===== config.mk =====
export PLATFORM = sky130hd
export DESIGN_NAME = wb_store_queue
export DESIGN_NICKNAME = d
export VERILOG_FILES = /design/src/rtl/wb_store_queue.sv
export SDC_FILE = /design/constraint.sdc
export NUM_CORES = 1
export LEC_CHECK = 0
export CAP_MARGIN = 0
export CORE_ASPECT_RATIO = 1.1
export CORE_MARGIN = 3
export CORE_UTILIZATION = 49
export DETAILED_ROUTE_END_ITERATION = 10
export PLACE_DENSITY = 0.82
export REMOVE_ABC_BUFFERS = 1
export SYNTH_ARGS = -nofsm -noshare
export SYNTH_HDL_FRONTEND = slang
export SYNTH_SLANG_ARGS = --single-unit

===== constraint.sdc =====
create_clock -name CLK -period 3.1 [get_ports CLK]
set_input_delay 0.62 -clock CLK [delete_from_list [all_inputs] [get_ports CLK]]
set_output_delay 0.62 -clock CLK [all_outputs]
set_load 0.05 [all_outputs]

===== src/rtl/wb_store_queue.sv =====
// wb_store_queue: WB store FIFO draining to dcache with load-conflict check; SQ_COALESCE_EN merges same-word stores
module wb_store_queue #(
    parameter int DEPTH = 4,
    parameter int PTR_W = 2
) (
    input  logic             CLK,
    input  logic             CLR,
    input  logic             v_ex_dcache_write,
    input  logic [31:0]      WB_MEM_ADDR,
    input  logic [31:0]      WB_MEM_DATA,
    input  logic [3:0]       WB_MEM_BE,
    output logic             sq_full,
    output logic             sq_empty,
    output logic [PTR_W:0]   sq_count,
    output logic             SQ_DC_REQ,
    output logic [31:0]      SQ_DC_ADDR,
    output logic [31:0]      SQ_DC_DATA,
    output logic [3:0]       SQ_DC_BE,
    input  logic             DC_SQ_ACK,
    input  logic             MEM_RD_V,
    input  logic [31:0]      MEM_RD_ADDR,
    output logic             sq_rd_conflict
);
    logic [29:0]      addr_q [DEPTH];
    logic [31:0]      data_q [DEPTH];
    logic [3:0]       be_q   [DEPTH];
    logic [DEPTH-1:0] vld_q;
    logic [PTR_W-1:0] head_q, tail_q, young;
    logic [PTR_W:0]   count_q;
    logic             push, pop, merge, merge_hit, hit, unused_lo;

    assign sq_count   = count_q;
    assign sq_empty   = count_q == '0;
    assign sq_full    = count_q == (PTR_W+1)'(DEPTH);
    assign SQ_DC_REQ  = !sq_empty;
    assign SQ_DC_ADDR = SQ_DC_REQ ? {addr_q[head_q], 2'b00} : '0;
    assign SQ_DC_DATA = SQ_DC_REQ ? data_q[head_q] : '0;
    assign SQ_DC_BE   = SQ_DC_REQ ? be_q[head_q] : '0;
    assign unused_lo  = ^{WB_MEM_ADDR[1:0], MEM_RD_ADDR[1:0]};

    // count>=2 keeps the youngest entry away from the head being presented
    assign young     = tail_q - PTR_W'(1);
    assign merge_hit = v_ex_dcache_write && count_q >= (PTR_W+1)'(2) && addr_q[young] == WB_MEM_ADDR[31:2];
`ifdef SQ_COALESCE_EN
    assign merge = merge_hit;
`else
    assign merge = 1'b0;
`endif
    assign push = v_ex_dcache_write && !sq_full && !merge;
    assign pop  = SQ_DC_REQ && DC_SQ_ACK;

    always_ff @(posedge CLK or negedge CLR) begin
        if (!CLR) begin
            head_q  <= '0;
            tail_q  <= '0;
            count_q <= '0;
            vld_q   <= '0;
        end else begin
            if (pop) begin
                vld_q[head_q] <= 1'b0;
                head_q        <= head_q + PTR_W'(1);
            end
            if (push) begin
                vld_q[tail_q] <= 1'b1;
                tail_q        <= tail_q + PTR_W'(1);
            end
            count_q <= count_q + (PTR_W+1)'(push) - (PTR_W+1)'(pop);
        end
    end

    // payload needs no reset: outputs and conflict are gated by count/valid bits
    always_ff @(posedge CLK) begin
        if (push) begin
            addr_q[tail_q] <= WB_MEM_ADDR[31:2];
            data_q[tail_q] <= WB_MEM_DATA;
            be_q[tail_q]   <= WB_MEM_BE;
        end
        if (merge) begin
            for (int i = 0; i < 4; i++)
                if (WB_MEM_BE[i]) data_q[young][8*i +: 8] <= WB_MEM_DATA[8*i +: 8];
            be_q[young] <= be_q[young] | WB_MEM_BE;
        end
    end

    always_comb begin
        hit = 1'b0;
        for (int i = 0; i < DEPTH; i++)
            hit = hit | (vld_q[i] && addr_q[i] == MEM_RD_ADDR[31:2]);
    end

    assign sq_rd_conflict = MEM_RD_V && hit;
endmodule


---- Yosys cells after proc, flatten, opt, wreduce, memory -nomap -nowiden ----
Memories as Yosys holds them, arrays and structs flattened.
Cells that the tools add are included.
word-level totals
  bits in registers ....................... 11
  bits in writable memories ............... 264
  input bits .............................. 105
  output and inout port bits .............. 75
  logic and storage cells ................. 49
  memories ................................ 3
operators by class
  $add $sub $neg .......................... 4
  $lt $le $gt $ge ......................... 4
  eq/ne operators ......................... 5
  mux-type cells .......................... 11
  bitwise logic cells ..................... 6
  reduce and logical (&&, ||, !) cells .... 12
memories
  memory  words  bits a word  rd ports  clocked after Yosys merged registers in  write ports  RTL line  RTL
  data_q  4      32           1         0                                        1            25        logic [31:0] data_q [DEPTH];
  addr_q  4      30           5         0                                        1            24        logic [29:0] addr_q [DEPTH];
  be_q    4      4            1         0                                        1            26        logic [3:0] be_q [DEPTH];
operators by type and width
  operator             number
  $eq 30x30->1         4
  $mux 32              2
  $mux 4               3
  $logic_and 1x1->1    9
  $lt 2x3->1 const B   2
  $add 2x1->2 const B  2
  $and 4x4->4          1
  $demux 1 s2          2
  $ge 2x1->1 const B   2
  $mux 1               4
  $not 4->4            1
  $or 4x4->4           1
  $add 3x1->3          1
  $eq 3x3->1 const B   1
  $logic_not 3->1      1
  $or 1x1->1           3
  $sub 3x1->3          1
  $logic_not 1->1      2

---- Depth between registers and ports, before layout ----
  word-level depth ........................ 9
  gate-level depth with buffers ........... 10

---- Least setup slack after synthesis ----
OpenSTA, ideal clock, no wires.
  kind .................................... register to register
  from .................................... register count_q[2] (netlist: sq_count[2])
  to ...................................... memory addr_q[0][0] (enable)
  library setup time ...................... 558 ps
  arrival time ............................ 3095 ps
  slack ................................... -552 ps
  stages on the path, launching flop included .. 5
  path buffers ............................ 1
  period minus slack after synthesis ...... 3652 ps
  cell sequence ........................... dfrtp_1 -> nor3b_1 -> nor2b_1 -> clkbuf_1 -> and2_1
between the ends
  word-level cells in the longest chain between the ends .. 5
RTL lines
  item                          RTL line  RTL
  start, declared               29        logic [PTR_W:0] count_q;
  start signal, assigned        67        count_q <= count_q + (PTR_W+1)'(push) - (PTR_W+1)'(pop);
  $eq 3x3->1                    34        assign sq_full = count_q == (PTR_W+1)'(DEPTH);
  named net sq_full             12        output logic sq_full,
  $logic_not 1->1               49        assign push = v_ex_dcache_write && !sq_full && !merge;
  $logic_and 1x1->1             49
  $mux 1                        73        if (push) begin
  $mux 1 (not written as such)  74        addr_q[tail_q] <= WB_MEM_ADDR[31:2];
  end, declared                 24
The timed path passes the listed nets, and every way through them passes these cells.

---- Worst setup path in the final report ----
  from .................................... input MEM_RD_ADDR[13]
  to ...................................... output sq_rd_conflict
between the ends
  word-level cells in the longest chain between the ends .. 6
RTL lines
  item                      RTL line  RTL
  start, declared           21        input logic [31:0] MEM_RD_ADDR,
  $eq 30x30->1              88        hit = hit | (vld_q[i] && addr_q[i] == MEM_RD_ADDR[31:2]);
  $logic_and 1x1->1         88
  $or 1x1->1 (2 in series)  88
  $or 1x1->1 *              88
  $logic_and 1x1->1 *       91        assign sq_rd_conflict = MEM_RD_V && hit;
  end, declared             22        output logic sq_rd_conflict
Mark *: on every way between the ends. The rest lies on a longest branch, timed or not.

==> impl_metrics.py <==
metrics = {
    "clocking": {
        "cts_tree": "done",
        "htree_num_levels": 1,
        "clock_latency_ps": 530,
        "clk_pin_slew_worst_paths_ps": 60,
        "ctsLongestPathBuffers": 3,
        "cts_sinks": 275,
        "cts-buffers-inserted": 28,
        "hold_buffers": 0,
        "root_buffer": "clkbuf_16",
    },
    "synth": {
        "avgSynthCellArea_um2": 18.25,
        "ys_seq_area_share_pct": 68.31,
        "netlist_instances": 658,
        "netlist_area_mm2": 0.01201,
        "yosysWarnings": 0,
        "ys_ff_latch": 275,
        "ys_types": 26,
    },
    "routing": {
        "dr.pass1.iters": 4,
        "routed_wl_um": 27370,
        "vias": 6549,
        "drt_iter0_drc": 359,
        "wire_per_inst_um": 22.88,
        "vias_per_cell": 5.476,
        "drc": 0,
        "ant_nets": 0,
    },
    "hold_path": {
        "hp-class": "in2async",
    },
    "setup_path": {
        "cp.arrival_ps": 2420,
        "crit_start": "MEM_RD_ADDR[13]",
        "required_ps": 2480,
        "critPathMaxFanout": 4,
        "end_kind": "output pin",
        "worstReg2RegStart": "sq_count[2]",
        "critPathLaunchType": "input pin",
        "worstSetupPathType": "in2out",
    },
    "power": {
        "p_comb_share_pct": 46.7,
        "p_clk_share_pct": 20.4,
        "power_density_mw_per_mm2": 1043,
        "p_leak_nw": 5.320,
        "netSwitchingPower_mw": 6.308,
        "power_mw": 15.96,
        "switching_share_pct": 39.53,
        "p_seq_share_pct": 32.9,
        "intPower_mw": 9.650,
        "ir_drop_mv": 1.022,
    },
    "place": {
        "numPortBuffers": 173,
        "gp_congestion": 0.8575,
        "post_dp_cell_area_mm2": 0.01424,
        "hpwl_um": 19290,
        "dpl_worst_slack_ps": -203.9,
    },
    "timing": {
        "hold_viol": 0,
        "min_period_ps": 3043,
        "max_slew.worst_pin.slew_ps": 556.2,
        "finalMaxSlewViolations": 0,
        "setup_viol": 0,
        "skew_ps": 11.94,
        "fin_setup_tns_ps": 0,
        "period_share_pct": 98.17,
        "maxSlewHeadroom_pct": 62.80,
        "setup_ws_ps": 56.61,
        "rsz0062_at_grt": "true",
        "clock.fmax_mhz": 328.6,
        "timing.hold.ws_ps": 447.6,
    },
    "die": {
        "core-area_mm2": 0.02384,
        "io_pins": 180,
        "fp.dieW_um": 155.3,
        "die_height_um": 170.2,
        "initial_core_util_pct": 50.36,
        "die_area_mm2": 0.02642,
        "rows": 59,
    },
    "status": {
        "status": "complete, no violations",
    },
    "grt": {
        "grt_max_degree": 64,
        "antenna_found_initial": 6,
        "grt_usage_pct": 20.61,
        "grt_pass1_wl_um": 41170,
        "first_global_vias": 7013,
        "overflow": 0,
    },
    "cells_and_area": {
        "fin_nets": 985,
        "syn2layout_area_growth_pct": 27.42,
        "drive_gt1_share_pct": 28.38,
        "design_area_mm2": 0.01530,
    },
    "job": {
        "drv_cap": 0,
    },
}
==> cells in the mapped netlist <==
master,instances,area share [%]
edfxtp_1,264,66
dfrtp_1,11,2.3
clkbuf_1,26,0.81
mux4_2,66,12
o21ai_1,1,0.042
ha_1,10,1.0
xor2_1,45,3.3
nand4_1,24,1.3
or3_1,1,0.052
xnor2_1,79,5.8
inv_1,10,0.31
a41oi_1,1,0.073
buf_12,4,0.67
o21ai_0,1,0.042
buf_2,6,0.25
nor4_1,16,0.83
buf_6,1,0.094
buf_4,4,0.25
a21o_1,4,0.25
conb_1,1,0.031
and2_1,71,3.7
fa_1,1,0.17
nor3b_1,1,0.063
nand2_1,6,0.19
nor2b_1,1,0.052
buf_1,3,0.094
==> state kept, by name, indices dropped and copies added, names as in the netlist <==
name      flops
addr_q      120
tail_q        2
sq_count      3
data_q      128
vld_q         4
be_q         16
head_q        2
==> final timing paths <==
path                                       end  slack [ps]  depth (start not counted)
min in group CLK                      vld_q[2]         500                          1
worst min-delay path                 head_q[0]         450                          1
worst max register to register     sq_count[2]         510                          8
worst min register to register        vld_q[2]         500                          1
max in group asynchronous            head_q[0]        2240                          1
worst max-delay path            sq_rd_conflict          60                          8
==> cell families (layout without fill, tap and decap cells) <==
group,after synthesis,after routing,synth area share (%)
compound gates,7,7,0.4063
xor+xnor,124,124,9.044
fa+ha+maj,11,11,1.209
buf+inv,54,283,2.480
flops,275,275,68.31
mux,66,66,12.38
other cells,1,5,0.03123
simple gates,120,120,6.137
==> layout by cell type, fill, tap and decap left out, types with 2 or more instances in the layout <==
cell,instances
dlygate4sd2_1,20
edfxtp_1,264
dlymetal6s2s_1,3
conb_1,2
xnor2_1,62
clkbuf_16,29
inv_1,10
nand2_1,6
ha_1,10
nand4_1,24
buf_4,107
dfrtp_1,9
clkbuf_1,4
clkinv_2,2
bufinv_16,3
clkdlybuf4s50_1,82
a21o_1,4
nor4_2,7
xnor2_2,17
xor2_1,45
and2_4,4
nor4_1,9
diode_2,3
mux4_2,66
clkinv_1,10
buf_12,12
and2_1,67
==> cell type report <==
class | instances | area, µm²
Sequential cell | 275 | 8208
Clock inverter | 16 | 146.4
Fill cell | 1644 | 8544
Multi-Input combinational cell | 330 | 3701
Tap cell | 305 | 381.6
Timing Repair Buffer | 224 | 2077
Antenna cell | 3 | 7.507
Clock buffer | 33 | 740.7
Inverter | 10 | 37.54
==> worst max-delay path, cell delays in order <==
cell and delay (ps):
clkdlybuf4s50_1 650, xnor2_1 170, nand4_1 120, nor4_1 250, nand4_1 160, a41oi_2 170, buf_4 150, buf_12 130
==> metrics by stage <==
stage / util (%) / instances
after detailed placement: 59.71 / 1143
after global placement: 59.71 / 1143
after CTS: 63.87 / 1192
after global routing: 64.17 / 1196
final: 64.17 / 1196
after floorplan: - / 615
==> per-layer routing <==
layer	up-vias	track usage, %	share of wire, %
li1	2944	-	-
met1	3305	26.70	38
met2	240	35.01	51
met3	54	5.086	8.2
met4	6	5.976	2.8
met5	-	0	0.15
==> timing repair <==
item,in CTS,in global routing
buffers inserted,0,1
setup endpoints to repair,1,1
pin swaps,8,16
gates resized for setup,38,10
==> power groups by stage <==
stage	combinational, mW	sequential (mW)	clock, mW
after floorplan	4.77	5.62	0
after global placement	7.44	5.27	0
after detailed placement	7.49	5.32	0
after CTS	7.54	5.26	3.32
after global routing	7.85	5.32	3.48
final	7.45	5.25	3.25
Note: power is estimated with default switching activity, not from simulation.
